===== src/rtl/uart_pkg.sv =====
// Shared register map and bit positions for the UART controller slice.
package uart_pkg;

    localparam logic [1:0] UART_REG_DATA   = 2'd0;
    localparam logic [1:0] UART_REG_STATUS = 2'd1;
    localparam logic [1:0] UART_REG_CTRL   = 2'd2;

    localparam int unsigned ST_RX_AVAIL = 0;
    localparam int unsigned ST_TX_FULL  = 1;
    localparam int unsigned ST_TX_IDLE  = 2;
    localparam int unsigned ST_OVERRUN  = 3;

    localparam int unsigned CTRL_RX_IE = 0;
    localparam int unsigned CTRL_TX_IE = 1;

endpackage


===== src/rtl/uart_ctrl_if.sv =====
// MMIO register bus between the CPU (master) and the UART controller (slave).
interface uart_ctrl_if;

    logic       reg_req;
    logic       reg_we;
    logic [3:0] reg_addr;
    logic [7:0] reg_wdata;
    logic [7:0] reg_rdata;
    logic       reg_ack;

    modport master (output reg_req, reg_we, reg_addr, reg_wdata, input reg_rdata, reg_ack);
    modport slave  (input reg_req, reg_we, reg_addr, reg_wdata, output reg_rdata, reg_ack);

endinterface


===== src/rtl/sync_fifo.sv =====
// Single-clock FIFO with combinational head; push on a full FIFO succeeds only alongside a pop.
module sync_fifo #(
    parameter int unsigned WIDTH = 8,
    parameter int unsigned DEPTH = 16
) (
    input  logic             clk,
    input  logic             rst,
    input  logic             push,
    input  logic [WIDTH-1:0] din,
    input  logic             pop,
    output logic [WIDTH-1:0] dout,
    output logic             full,
    output logic             empty
);

    localparam int unsigned AW = $clog2(DEPTH);
    localparam logic [AW:0] PTR_ONE = {{AW{1'b0}}, 1'b1};

    logic [WIDTH-1:0] mem [DEPTH];
    logic [AW:0]      wr_ptr;
    logic [AW:0]      rd_ptr;
    logic             do_push;
    logic             do_pop;

    assign empty   = (wr_ptr == rd_ptr);
    assign full    = (wr_ptr[AW] != rd_ptr[AW]) && (wr_ptr[AW-1:0] == rd_ptr[AW-1:0]);
    assign do_pop  = pop && !empty;
    // A full FIFO frees its head slot in the same edge, so the write may reuse it.
    assign do_push = push && (!full || do_pop);
    assign dout    = mem[rd_ptr[AW-1:0]];

    always_ff @(posedge clk) begin
        if (rst) begin
            wr_ptr <= '0;
            rd_ptr <= '0;
        end else begin
            if (do_push) wr_ptr <= wr_ptr + PTR_ONE;
            if (do_pop)  rd_ptr <= rd_ptr + PTR_ONE;
        end
    end

    always_ff @(posedge clk) begin
        if (do_push) mem[wr_ptr[AW-1:0]] <= din;
    end

endmodule


===== src/rtl/uart_ctrl.sv =====
// UART controller: MMIO DATA/STATUS/CTRL registers, TX/RX FIFOs toward the PHY, level interrupt.
module uart_ctrl
    import uart_pkg::*;
#(
    parameter int unsigned fifo_depth = 16
) (
    input  logic        clk,
    input  logic        rst,
    uart_ctrl_if.slave  bus,
    output logic [7:0]  phy_tx_data,
    output logic        phy_tx_valid,
    input  logic        phy_tx_ready,
    input  logic [7:0]  phy_rx_data,
    input  logic        phy_rx_ready,
    output logic        irq
);

    logic [1:0] sel;
    logic       rd;
    logic       wr;
    logic       tx_push;
    logic       tx_pop;
    logic       tx_full;
    logic       tx_empty;
    logic       rx_pop;
    logic [7:0] rx_head;
    logic       rx_full;
    logic       rx_empty;
    logic       ovr_set;
    logic       ovr_clr;
    logic       overrun;
    logic [1:0] ctrl;
    logic [7:0] status;
    logic [7:0] rdata_next;
    logic       unused_addr;

    assign sel         = bus.reg_addr[3:2];
    assign unused_addr = ^bus.reg_addr[1:0];
    assign rd          = bus.reg_req && !bus.reg_we;
    assign wr          = bus.reg_req && bus.reg_we;
    assign tx_push     = wr && (sel == UART_REG_DATA);
    assign rx_pop      = rd && (sel == UART_REG_DATA);
    assign phy_tx_valid = !tx_empty;
    assign tx_pop      = phy_tx_valid && phy_tx_ready;
    // rx_full implies non-empty, so a concurrent DATA read always frees a slot.
    assign ovr_set     = phy_rx_ready && rx_full && !rx_pop;
    assign ovr_clr     = wr && (sel == UART_REG_STATUS) && bus.reg_wdata[ST_OVERRUN];

    sync_fifo #(.WIDTH(8), .DEPTH(fifo_depth)) u_tx_fifo (
        .clk   (clk),
        .rst   (rst),
        .push  (tx_push),
        .din   (bus.reg_wdata),
        .pop   (tx_pop),
        .dout  (phy_tx_data),
        .full  (tx_full),
        .empty (tx_empty)
    );

    sync_fifo #(.WIDTH(8), .DEPTH(fifo_depth)) u_rx_fifo (
        .clk   (clk),
        .rst   (rst),
        .push  (phy_rx_ready),
        .din   (phy_rx_data),
        .pop   (rx_pop),
        .dout  (rx_head),
        .full  (rx_full),
        .empty (rx_empty)
    );

    always_comb begin
        status              = '0;
        status[ST_RX_AVAIL] = !rx_empty;
        status[ST_TX_FULL]  = tx_full;
        status[ST_TX_IDLE]  = tx_empty && phy_tx_ready;
        status[ST_OVERRUN]  = overrun;
    end

    always_comb begin
        rdata_next = '0;
        if (rd) begin
            case (sel)
                UART_REG_DATA:   rdata_next = rx_empty ? 8'h00 : rx_head;
                UART_REG_STATUS: rdata_next = status;
                UART_REG_CTRL:   rdata_next = {6'b0, ctrl};
                default:         rdata_next = '0;
            endcase
        end
    end

    always_ff @(posedge clk) begin
        if (rst) begin
            bus.reg_ack   <= 1'b0;
            bus.reg_rdata <= '0;
            irq           <= 1'b0;
            overrun       <= 1'b0;
            ctrl          <= '0;
        end else begin
            bus.reg_ack   <= bus.reg_req;
            bus.reg_rdata <= rdata_next;
            irq           <= (ctrl[CTRL_RX_IE] && !rx_empty) || (ctrl[CTRL_TX_IE] && tx_empty);
            if (ovr_set)      overrun <= 1'b1;
            else if (ovr_clr) overrun <= 1'b0;
            if (wr && (sel == UART_REG_CTRL))
                ctrl <= {bus.reg_wdata[CTRL_TX_IE], bus.reg_wdata[CTRL_RX_IE]};
        end
    end

endmodule

===== src/flat_wrapper.sv =====
// flat-port wrapper written by rule: the top's interface ports become plain ports
module uart_ctrl_flat import uart_pkg::*;
#(
    parameter int unsigned fifo_depth = 16
)
  (clk, rst, phy_tx_data, phy_tx_valid, phy_tx_ready, phy_rx_data, phy_rx_ready, irq, bus_reg_req, bus_reg_we, bus_reg_addr, bus_reg_wdata, bus_reg_rdata, bus_reg_ack);
  uart_ctrl_if bus_i ();
  input  logic clk;
  input  logic rst;
  output logic [7:0] phy_tx_data;
  output logic phy_tx_valid;
  input  logic phy_tx_ready;
  input  logic [7:0] phy_rx_data;
  input  logic phy_rx_ready;
  output logic irq;
  input wire logic [$bits(bus_i.reg_req)-1:0] bus_reg_req;
  input wire logic [$bits(bus_i.reg_we)-1:0] bus_reg_we;
  input wire logic [$bits(bus_i.reg_addr)-1:0] bus_reg_addr;
  input wire logic [$bits(bus_i.reg_wdata)-1:0] bus_reg_wdata;
  output wire logic [$bits(bus_i.reg_rdata)-1:0] bus_reg_rdata;
  output wire logic [$bits(bus_i.reg_ack)-1:0] bus_reg_ack;
  assign bus_i.reg_req = bus_reg_req;
  assign bus_i.reg_we = bus_reg_we;
  assign bus_i.reg_addr = bus_reg_addr;
  assign bus_i.reg_wdata = bus_reg_wdata;
  assign bus_reg_rdata = bus_i.reg_rdata;
  assign bus_reg_ack = bus_i.reg_ack;
  uart_ctrl #(.fifo_depth(fifo_depth)) u_core (.clk(clk), .rst(rst), .bus(bus_i), .phy_tx_data(phy_tx_data), .phy_tx_valid(phy_tx_valid), .phy_tx_ready(phy_tx_ready), .phy_rx_data(phy_rx_data), .phy_rx_ready(phy_rx_ready), .irq(irq));
endmodule

===== config.mk =====
export PLATFORM = sky130hd
export DESIGN_NAME = uart_ctrl_flat
export DESIGN_NICKNAME = d
export VERILOG_FILES = /design/src/rtl/uart_pkg.sv /design/src/rtl/uart_ctrl_if.sv /design/src/rtl/sync_fifo.sv /design/src/rtl/uart_ctrl.sv /design/src/flat_wrapper.sv
export SDC_FILE = /design/constraint.sdc
export NUM_CORES = 1
export LEC_CHECK = 0
export ABC_AREA = 1
export BUFFER_PORTS_ARGS = -buffer_cell sky130_fd_sc_hd__buf_4
export CAP_MARGIN = 20
export CORE_ASPECT_RATIO = 0.75
export CORE_UTILIZATION = 53
export DETAILED_ROUTE_END_ITERATION = 10
export GPL_TIMING_DRIVEN = 0
export HOLD_SLACK_MARGIN = 0.12
export PLACE_DENSITY = 0.7
export SYNTH_ARGS = -nofsm -noshare
export SYNTH_HDL_FRONTEND = slang
export SYNTH_SLANG_ARGS = --single-unit

===== constraint.sdc =====
create_clock -name clk -period 5.85 [get_ports clk]
set_input_delay 0.2925 -clock clk [delete_from_list [all_inputs] [get_ports clk]]
set_output_delay 0.2925 -clock clk [all_outputs]
set_load 0.01 [all_outputs]

Yosys cells after proc, flatten, opt, wreduce, memory -nomap -nowiden --
Memories as Yosys holds them, arrays and structs flattened. A register that Yosys moved wholly into a read port is not among the register bits. Index checks and enable logic that the tools add are counted.
Word-level totals: register bits after elaboration 33, RAM bits 256, input port bits 26, output and inout port bits 19, logic and storage cells 67, memories 2
Cells by class: $add $sub $neg 4, eq/ne operators 8, mux-type cells 12, bitwise logic cells 1, reduce and logical (&&, ||, !) cells 31
Memories:
- u_core.u_rx_fifo.mem | depth 16, width 8, read ports 1, clocked after memory_dff 1, wr ports 1, line sync_fifo.sv:19 | logic [WIDTH-1:0] mem [DEPTH];
- u_core.u_tx_fifo.mem | depth 16, width 8, read ports 1, clocked after memory_dff 1, wr ports 1, line sync_fifo.sv:19
Operators with widths (count):
- $pmux 8 s3 | 1
- $add 5x1->5 const B | 4
- $logic_and 1x1->1 | 19
- $mux 4 | 4
- $eq 5x5->1 | 2
- $eq 4x4->1 | 2
- $mux 8 | 1
- $logic_not 1->1 | 6
- $mux 1 | 6
- $logic_or 1x1->1 | 3
- $eq 2x1->1 const B | 1
- $eq 2x2->1 const B | 1
- $logic_not 2->1 | 1
- $ne 1x1->1 | 2
- $reduce_bool 2->1 | 1
- $reduce_or 2->1 | 1
- $not 1->1 | 1

Longest topological paths before layout --
Gate-level depths: netlist (run 1).
depth in word-level cells 8, mapped depth 10

Hierarchy --
Synthesis (run 1) repeated with hierarchy kept, for this count alone.
Second synthesis, totals: cell total of the unflattened synthesis 1064, area, all modules 12225.5 µm²
Modules (own cells, without submodules):
- sync_fifo | instances 2, cells an instance 493, area each 5843.1 µm², sequential area each 4124.0 µm²
- uart_ctrl | instances 1, cells an instance 78, area each 539.3 µm², sequential area each 260.2 µm²

Worst setup path after synthesis (run 1) --
Ideal clock, no wire load.
path type register to register, start point reg u_core.u_tx_fifo.rd_ptr[4], end point mem u_core.u_tx_fifo.mem[4][0], enable pin, library setup time 0.383 ns, arrival time 1.624 ns, slack 3.843 ns, cell stages (with the launch flop) 7, buffers on the path 1, clock period less this slack 2.007 ns, cell sequence dfxtp_1 -> xnor2_1 -> inv_1 -> nand4_4 -> nand2_4 -> buf_6 -> nor3_1
Between the ends: word-level cells in the longest chain between the ends 8, elaborated cells between the ends (all ways) 11
Ends and longest elaborated chain:
- from (decl) | line sync_fifo.sv:21 | logic [AW:0] rd_ptr;
- from (signal assigned) | line sync_fifo.sv:38 | if (do_pop) rd_ptr <= rd_ptr + PTR_ONE;
- $eq 5x5->1 | line sync_fifo.sv:25 | assign empty = (wr_ptr == rd_ptr);
- $logic_not 1->1 | line sync_fifo.sv:27, uart_ctrl.sv:43
- $logic_and 1x1->1 | line uart_ctrl.sv:44 | assign tx_pop = phy_tx_valid && phy_tx_ready;
- $logic_and 1x1->1 | line sync_fifo.sv:27 | assign do_pop = pop && !empty;
- $logic_or 1x1->1 (*) | line sync_fifo.sv:29 | assign do_push = push && (!full || do_pop);
- $logic_and 1x1->1 (*) | line sync_fifo.sv:29
- $mux 1 (*) | line sync_fifo.sv:43 | if (do_push) mem[wr_ptr[AW-1:0]] <= din;
- $mux 1 (implied by the code) (*) | line sync_fifo.sv:43
- to (decl) | line sync_fifo.sv:19
Mark *: on every way between the ends. The rest lies on a longest branch, timed or not.

==> run_summary.xml, run 1 <==
<?xml version="1.0" encoding="UTF-8"?>
<metrics>
  <group name="status">
    <metric name="outcome" unit="">complete, no violations</metric>
  </group>
  <group name="global_route">
    <metric name="grt_remaining_overflow" unit="">0</metric>
    <metric name="track_usage" unit="%">25.8</metric>
    <metric name="grt_max_degree" unit="">18</metric>
    <metric name="grt_pass1_vias" unit="">8014</metric>
    <metric name="global_route_wire_length_before_repair" unit="um">46100</metric>
    <metric name="antenna_found_initial" unit="">0</metric>
  </group>
  <group name="floorplan">
    <metric name="dieWidth" unit="um">178</metric>
    <metric name="die_y" unit="um">134</metric>
    <metric name="core_footprint" unit="mm^2">0.0229</metric>
    <metric name="boundaryPins" unit="">45</metric>
    <metric name="die_area" unit="mm^2">0.0240</metric>
    <metric name="rows" unit="">48</metric>
    <metric name="start_util" unit="%">54.0</metric>
  </group>
  <group name="sta">
    <metric name="setup_total_negative_slack" unit="ps">0</metric>
    <metric name="clock.fmax" unit="GHz">0.363</metric>
    <metric name="final_slew_viol_count" unit="">0</metric>
    <metric name="period_share" unit="%">47.0</metric>
    <metric name="setup_viol" unit="">0</metric>
    <metric name="worst_pin_slew" unit="ps">1060</metric>
    <metric name="setup_repair_after_global_routing_missed_its_margin" unit="">no</metric>
    <metric name="slew_headroom" unit="%">29.2</metric>
    <metric name="final-hold-violation-count" unit="">0</metric>
    <metric name="clock_skew" unit="ps">15.0</metric>
    <metric name="post-route-min-period" unit="ps">2750</metric>
  </group>
  <group name="power">
    <metric name="ir_worst_vdd" unit="uV">223</metric>
    <metric name="totalPowerFinal" unit="mW">4.82</metric>
    <metric name="static-leakage-power" unit="nW">5.24</metric>
    <metric name="powerDensity" unit="mW/mm^2">334</metric>
  </group>
  <group name="drt">
    <metric name="drt_wl_total" unit="um">30400</metric>
    <metric name="route.detailed.vias_per_inst" unit="">5.66</metric>
    <metric name="residual_drc_count" unit="">0</metric>
    <metric name="dr_total_vias" unit="">8612</metric>
    <metric name="dr.pass1.iters" unit="">5</metric>
    <metric name="wl_per_cell" unit="um">20.0</metric>
    <metric name="route.antenna.remaining_nets" unit="">0</metric>
    <metric name="drt_iter0_drc" unit="">1161</metric>
  </group>
  <group name="cells_and_area">
    <metric name="layout.filler_cells" unit="">1760</metric>
    <metric name="drive_gt1_share" unit="%">13.3</metric>
    <metric name="area_growth" unit="%">16.6</metric>
    <metric name="final_cell_area" unit="mm^2">0.0144</metric>
    <metric name="n_antenna_cell" unit="">0</metric>
    <metric name="area_of_the_multi_input_gates" unit="mm^2">0.00330</metric>
    <metric name="layoutNonFillerInstCount" unit="">1522</metric>
    <metric name="final_net_count" unit="">1236</metric>
    <metric name="register_area" unit="mm^2">0.00851</metric>
  </group>
  <group name="setup_path">
    <metric name="worst-setup-path-type" unit="">flop to output pin</metric>
    <metric name="crit_arrival" unit="ps">2460</metric>
    <metric name="worstSetupStartpointType" unit="">flop</metric>
    <metric name="crit_path_frequent_cell" unit="">sky130_fd_sc_hd__o21ai_0</metric>
    <metric name="timing.critical_path.cells" unit="">buf_2 -&gt; clkbuf_1 -&gt; o21ai_0 -&gt; o21ai_0 -&gt; o211ai_1 -&gt; nand2_1 -&gt; buf_4</metric>
    <metric name="critical_path_required" unit="ps">5560</metric>
    <metric name="setup.worst_path.end_class" unit="">output pin</metric>
    <metric name="timing.critical_path.fanout_max" unit="">10</metric>
    <metric name="worst_path_largest_cell_delay" unit="ps">520</metric>
    <metric name="critPathSlowestCell" unit="">sky130_fd_sc_hd__clkbuf_1</metric>
  </group>
  <group name="clock_tree">
    <metric name="clk_pin_slew_worst_paths" unit="ps">60</metric>
    <metric name="cts_buffers" unit="">28</metric>
    <metric name="cts_sinks" unit="">297</metric>
    <metric name="clock_buffer_depth" unit="">3</metric>
    <metric name="clock_insertion_delay_at_the_later_pin_of_the_skew_report" unit="ps">550</metric>
    <metric name="root_cell_of_the_clock_tree" unit="">sky130_fd_sc_hd__clkbuf_16</metric>
    <metric name="tritoncts" unit="">yes</metric>
    <metric name="number_of_h_tree_levels" unit="">1</metric>
  </group>
  <group name="placed_design">
    <metric name="dp_hpwl" unit="um">20300</metric>
    <metric name="dp.cells" unit="">1449</metric>
    <metric name="dpl_cell_area" unit="mm^2">0.0131</metric>
    <metric name="place.port_buffers" unit="">41</metric>
    <metric name="gpl.final_weighted_congestion" unit="">0.936</metric>
  </group>
  <group name="yosys">
    <metric name="synth_enable_flop_cells" unit="">256</metric>
    <metric name="yosys.cell_types.count" unit="">34</metric>
    <metric name="synth.yosys.seq_area_share" unit="%">68.7</metric>
    <metric name="post_synthesis_mux_area_share" unit="%">0</metric>
    <metric name="synth_ff_type" unit="">sky130_fd_sc_hd__edfxtp_1</metric>
    <metric name="ys_warn_count" unit="">0</metric>
    <metric name="syn_avg_cell_area" unit="um^2">11.2</metric>
    <metric name="number_of_nets_produced_by_synthesis" unit="">1137</metric>
    <metric name="synth_top_family_by_area" unit="">simple AND/OR/NAND/NOR gates</metric>
    <metric name="netlist_instances" unit="">1101</metric>
    <metric name="syn_area" unit="mm^2">0.0124</metric>
    <metric name="synth_simple_gate_area_share" unit="%">15.8</metric>
    <metric name="synth_compound_gate_area_share" unit="%">8.31</metric>
    <metric name="share_of_synthesized_cell_area_in_full_adder_half_adder_and_majority_cells" unit="%">1.01</metric>
    <metric name="synth_xor_xnor_area_share" unit="%">1.34</metric>
    <metric name="synth_register_bits" unit="">297</metric>
    <metric name="asyncSetResetFlopFracSynth" unit="%">0</metric>
  </group>
  <group name="flow_run">
    <metric name="max-cap-violations" unit="">0</metric>
  </group>
  <group name="worst_hold_path">
    <metric name="path_class_of_the_lowest_slack_min_delay_path" unit="">input pin to flop</metric>
  </group>
</metrics>
==> logic make-up (layout without fill, tap and decap cells) <==
family          after synthesis  count (layout)
xor+xnor                     19              19
simple gates                451             451
buf+inv                     141             262
flops                       297             297
compound gates              183             183
fa+ha+maj                    10              10
==> per-stage QoR <==
step                      setup WS [ps]  hold WS [ps]  util, %
after CTS                          3130           134     62.9
after global placement             3010           457     56.9
after global routing               2950           152     62.9
after floorplan                    3840           391        -
after detailed placement           3320           464     57.2
final                              3100           145     62.9
==> power breakdown <==
group	leakage [nW]	internal, mW	switching (mW)
clock network	0.538	1.33	0.791
registers	2.64	2.32	0.0103
logic	2.06	0.121	0.260
==> final timing paths <==
path / from / slack (ps) / cells past startpoint / end
worst max-delay path: flop / 3100 / 7 / phy_tx_data[1]
worst min-delay path: rst / 150 / 2 / u_core.u_rx_fifo.wr_ptr[4]$_SDFFE_PP0P_
worst max register to register: u_core.u_rx_fifo.rd_ptr[4]$_SDFFE_PP0N_ / 3440 / 7 / u_core.u_rx_fifo.mem[10][0]$_DFFE_PP_
worst min register to register: u_core.overrun$_SDFFE_PP0P_ / 480 / 2 / u_core.overrun$_SDFFE_PP0P_
==> state kept, by name (all words and copies together) (netlist names), named ones only <==
signal / count
u_core.u_rx_fifo.wr_ptr: 5
u_core.u_tx_fifo.rd_ptr: 5
u_core.irq: 1
u_core.bus.reg_ack: 1
u_core.u_tx_fifo.mem: 128
u_core.u_tx_fifo.wr_ptr: 5
u_core.overrun: 1
u_core.u_rx_fifo.mem: 128
u_core.u_rx_fifo.rd_ptr: 5
u_core.bus.reg_rdata: 8
u_core.ctrl: 2
==> cell type report <==
cell class	count	area share [%]
buffer	54	1.83
clock buffer	34	5.52
clock inverter	18	2.11
inverter	87	2.28
multi-input combinational	663	22.9
sequential	297	58.9
tap	300	2.60
timing repair buffer	69	3.83
==> per-layer routing <==
layer	up-vias	routed length (um)	track usage, %
li1	4006	-	-
met1	4110	14000	42.4
met2	457	12200	34.3
met3	39	3800	6.72
met4	0	410	4.57
met5	-	0	0
==> layout by cell type, fill, tap and decap left out, drive strengths merged <==
master,count
buf,78
o21ai,110
nand3,91
xnor2,8
nor2,177
dfxtp,41
inv,87
nand2,161
o22ai,2
o211ai,44
clkinvlp,1
clkinv,9
ha,10
nand4,5
edfxtp,256
and2,1
nor3b,1
dlygate4sd3,21
a21oi,27
bufinv,8
xor2,11
nor3,13
clkbuf,58
or2,2
==> what timing repair did <==
item                                   CTS  global route
buffers inserted                         0             0
endpoints found under the hold margin  265             0
gates resized for setup                  0             0
hold buffers                            21             0
==> cells in the mapped netlist (2+ instances only) <==
| master | n | area [um^2] |
|---|---|---|
| sky130_fd_sc_hd__edfxtp_1 | 256 | 7690 |
| sky130_fd_sc_hd__nor2_1 | 170 | 638 |
| sky130_fd_sc_hd__nand2_1 | 153 | 574 |
| sky130_fd_sc_hd__o21ai_0 | 101 | 505 |
| sky130_fd_sc_hd__nand3_1 | 87 | 435 |
| sky130_fd_sc_hd__inv_1 | 76 | 285 |
| sky130_fd_sc_hd__o211ai_1 | 44 | 330 |
| sky130_fd_sc_hd__dfxtp_1 | 41 | 821 |
| sky130_fd_sc_hd__a21oi_1 | 27 | 135 |
| sky130_fd_sc_hd__clkbuf_1 | 24 | 90.1 |
| sky130_fd_sc_hd__buf_2 | 19 | 95.1 |
| sky130_fd_sc_hd__nor3_1 | 11 | 55.1 |
| sky130_fd_sc_hd__xor2_1 | 11 | 96.3 |
| sky130_fd_sc_hd__ha_1 | 10 | 125 |
| sky130_fd_sc_hd__inv_2 | 10 | 37.5 |
| sky130_fd_sc_hd__o21ai_1 | 9 | 45.0 |
| sky130_fd_sc_hd__xnor2_1 | 8 | 70.1 |
| sky130_fd_sc_hd__nor2_2 | 7 | 43.8 |
| sky130_fd_sc_hd__nand2_2 | 5 | 31.3 |
| sky130_fd_sc_hd__buf_1 | 4 | 15.0 |
| sky130_fd_sc_hd__buf_4 | 4 | 30.0 |
| sky130_fd_sc_hd__nand4_1 | 4 | 25.0 |
| sky130_fd_sc_hd__buf_6 | 3 | 33.8 |
| sky130_fd_sc_hd__nand2_4 | 3 | 33.8 |
| sky130_fd_sc_hd__nand3_2 | 3 | 30.0 |
| sky130_fd_sc_hd__o22ai_1 | 2 | 12.5 |
| sky130_fd_sc_hd__or2_2 | 2 | 12.5 |
==> critical path, delay by kind of cell, from the launching register on <==
family	cells	cell delay, ps
buffers and inverters	3	890
flip-flops	1	300
AO/OA/AOI/OAI	3	610
AND/OR/NAND/NOR	1	110
(Power assumes the default switching activity.)
==> inputs of run 2 (changes only) <==
--- a/config.mk
+++ b/config.mk
@@ -13,7 +13,7 @@
 export DETAILED_ROUTE_END_ITERATION = 10
 export GPL_TIMING_DRIVEN = 0
 export HOLD_SLACK_MARGIN = 0.12
-export PLACE_DENSITY = 0.7
+export PLACE_DENSITY = 0.73
 export SYNTH_ARGS = -nofsm -noshare
 export SYNTH_HDL_FRONTEND = slang
 export SYNTH_SLANG_ARGS = --single-unit
==> constraint.sdc (replaced) <==
create_clock -name clk -period 2.5 [get_ports clk]
set_input_delay 0.125 -clock clk [delete_from_list [all_inputs] [get_ports clk]]
set_output_delay 0.125 -clock clk [all_outputs]
set_load 0.01 [all_outputs]
==> run 2 against run 1 <==
Design area rose by 0.17%. Cell count rose by 0.72%. Global-route usage rose by 0.88 points. Sequential share of layout area fell by 0.10 points. Largest cell class unchanged. Count of clock-buffer cells in the layout fell by 2. Worst hold slack improved by 280 ps. Critical path depth did not move. Clock power rose by 120%. Wire length rose by 3.0%. First-iteration DRC count fell by 1.8%. Combinational power rose to 2.5 times the previous value.
==> run_summary.xml, run 2 (synthesized netlist as in run 1, its figures left out) <==
<?xml version="1.0" encoding="UTF-8"?>
<metrics>
  <group name="status">
    <metric name="outcome" unit="">complete, no violations</metric>
  </group>
  <group name="floorplan">
    <metric name="die_y" unit="um">134</metric>
    <metric name="start_util" unit="%">54.0</metric>
    <metric name="die_area" unit="mm^2">0.0240</metric>
    <metric name="dieWidth" unit="um">178</metric>
    <metric name="core_footprint" unit="mm^2">0.0229</metric>
    <metric name="rows" unit="">48</metric>
    <metric name="boundaryPins" unit="">45</metric>
  </group>
  <group name="sta">
    <metric name="final.hold.worst_slack" unit="ps">428</metric>
    <metric name="post-route-min-period" unit="ps">2410</metric>
    <metric name="slew_headroom" unit="%">33.8</metric>
    <metric name="setup_viol" unit="">0</metric>
    <metric name="clock.fmax" unit="GHz">0.415</metric>
    <metric name="setup_ws" unit="ps">90.3</metric>
    <metric name="final-hold-violation-count" unit="">0</metric>
    <metric name="clock_skew" unit="ps">13.1</metric>
    <metric name="final_slew_viol_count" unit="">0</metric>
    <metric name="period_share" unit="%">96.4</metric>
    <metric name="worst_pin_slew" unit="ps">989</metric>
  </group>
  <group name="cells_and_area">
    <metric name="area_growth" unit="%">16.8</metric>
    <metric name="layout_common_cells" unit="">sky130_fd_sc_hd__edfxtp_1 (256), sky130_fd_sc_hd__nor2_1 (170), sky130_fd_sc_hd__nand2_1 (153)</metric>
    <metric name="n_antenna_cell" unit="">0</metric>
    <metric name="most_common_cell_after_layout_fill_and_taps_aside" unit="">sky130_fd_sc_hd__edfxtp_1</metric>
    <metric name="core_utilization_of_the_finished_layout" unit="%">63.0</metric>
    <metric name="final_net_count" unit="">1246</metric>
    <metric name="drive_gt1_share" unit="%">14.1</metric>
  </group>
  <group name="drt">
    <metric name="drt_iter0_drc" unit="">1140</metric>
    <metric name="residual_drc_count" unit="">0</metric>
    <metric name="route.antenna.remaining_nets" unit="">0</metric>
    <metric name="route.detailed.vias_per_inst" unit="">5.73</metric>
    <metric name="dr_total_vias" unit="">8789</metric>
    <metric name="dr.pass1.iters" unit="">5</metric>
    <metric name="drt_wl_total" unit="um">31400</metric>
    <metric name="wl_per_cell" unit="um">20.5</metric>
  </group>
  <group name="global_route">
    <metric name="grt_remaining_overflow" unit="">0</metric>
    <metric name="grt_pass1_vias" unit="">8119</metric>
    <metric name="global_route_wire_length_before_repair" unit="um">47100</metric>
    <metric name="track_usage" unit="%">26.7</metric>
    <metric name="antenna_found_initial" unit="">1</metric>
    <metric name="grt_max_degree" unit="">18</metric>
  </group>
  <group name="setup_path">
    <metric name="timing.critical_path.buf_inv" unit="">1</metric>
    <metric name="timing.critical_path.cells" unit="">xnor2_1 -&gt; nor2_2 -&gt; nand3_2 -&gt; nand2_4 -&gt; inv_4 -&gt; nand2_2 -&gt; nor2_1</metric>
    <metric name="worstSetupStartpointType" unit="">flop</metric>
    <metric name="worst-setup-path-type" unit="">flop to flop</metric>
    <metric name="worst_path_dominant_cell_family" unit="">simple AND/OR/NAND/NOR gates</metric>
    <metric name="crit_arrival" unit="ps">2590</metric>
    <metric name="setup.worst_path.end_class" unit="">flop</metric>
    <metric name="timing.critical_path.fanout_max" unit="">8</metric>
    <metric name="critPathSlowestCell" unit="">sky130_fd_sc_hd__nor2_1</metric>
    <metric name="worst_path_largest_cell_delay" unit="ps">760</metric>
    <metric name="critical_path_required" unit="ps">2680</metric>
  </group>
  <group name="power">
    <metric name="powerDensity" unit="mW/mm^2">760</metric>
    <metric name="static-leakage-power" unit="nW">5.29</metric>
    <metric name="ir_worst_vdd" unit="uV">554</metric>
  </group>
  <group name="flow_run">
    <metric name="max-cap-violations" unit="">0</metric>
  </group>
  <group name="clock_tree">
    <metric name="clock_buffer_depth" unit="">3</metric>
    <metric name="number_of_h_tree_levels" unit="">1</metric>
    <metric name="clk_pin_slew_worst_paths" unit="ps">70</metric>
    <metric name="clock_insertion_delay_at_the_later_pin_of_the_skew_report" unit="ps">560</metric>
    <metric name="root_cell_of_the_clock_tree" unit="">sky130_fd_sc_hd__clkbuf_16</metric>
    <metric name="cts_buffers" unit="">29</metric>
    <metric name="cts_sinks" unit="">297</metric>
    <metric name="postCtsSetupBuffers" unit="">0</metric>
    <metric name="tritoncts" unit="">yes</metric>
  </group>
  <group name="placed_design">
    <metric name="placement.setup.worst_slack" unit="ps">99.0</metric>
    <metric name="dp_hpwl" unit="um">20900</metric>
    <metric name="gpl.final_weighted_congestion" unit="">0.868</metric>
    <metric name="place.port_buffers" unit="">41</metric>
  </group>
  <group name="worst_hold_path">
    <metric name="path_class_of_the_lowest_slack_min_delay_path" unit="">input pin to flop</metric>
  </group>
</metrics>
==> run 2: changes by cell type in the layout (fill, tap and decap cells not counted), moves of 4 or more <==
cell / delta
sky130_fd_sc_hd__bufinv_16: -4
sky130_fd_sc_hd__clkbuf_1: -7
sky130_fd_sc_hd__clkbuf_2: +7
sky130_fd_sc_hd__dlygate4sd3_1: +7
sky130_fd_sc_hd__o21ai_0: -13
sky130_fd_sc_hd__o21ai_1: +10
==> run 2: through the flow <==
step / TNS, ps / std cells / total power, mW / instance area, um^2
2_1_floorplan: 0 / 1101 / 6.03 / 12400
3_3_place_gp: -5630 / 1442 / 6.40 / 13100
3_5_place_dp: 0 / 1449 / 6.42 / 13100
4_1_cts: 0 / 1531 / 11.0 / 14400
5_1_grt: -13.5 / 1533 / 11.3 / 14500
6_report: 0 / 1533 / 11.0 / 14500
==> run 2: per-layer routing <==
layer	track usage (%)	up-vias	routed length (um)
li1	-	4040	-
met1	42.5	4173	14000
met2	35.6	532	12600
met3	8.28	44	4320
met4	5.37	0	448
met5	0	-	0
==> run 2: worst paths after layout <==
check	depth (start not counted)	slack [ps]	from	to
worst max-delay path	7	90	u_core.u_rx_fifo.rd_ptr[4]$_SDFFE_PP0N_	u_core.u_rx_fifo.mem[8][2]$_DFFE_PP_
worst max register to register	7	90	u_core.u_rx_fifo.rd_ptr[4]$_SDFFE_PP0N_	u_core.u_rx_fifo.mem[8][2]$_DFFE_PP_
worst min-delay path	2	430	phy_rx_data[7]	u_core.u_rx_fifo.mem[2][7]$_DFFE_PP_
worst min register to register	2	490	u_core.ctrl[0]$_SDFFE_PP0P_	u_core.ctrl[0]$_SDFFE_PP0P_
==> run 2: area by class of cell <==
type / instances / area, um^2
multi-input combinational: 663 / 3300
timing repair buffer: 78 / 638
tap: 300 / 375
buffer: 54 / 284
clock buffer: 32 / 779
fill: 1753 / 8480
sequential: 297 / 8510
clock inverter: 22 / 239
inverter: 87 / 332
==> run 2: report_power, final <==
part	total, mW	switching [mW]	internal, mW
Combinational	0.953	0.650	0.303
Sequential	5.45	0.0249	5.42
Clock	4.60	1.91	2.69
Total	11.0	2.58	8.41
==> run 2: what timing repair did <==
item	in CTS	in global routing
hold endpoints to repair	293	0
hold buffers	28	0
gates resized for setup	6	28
endpoints found under the setup margin	5	8
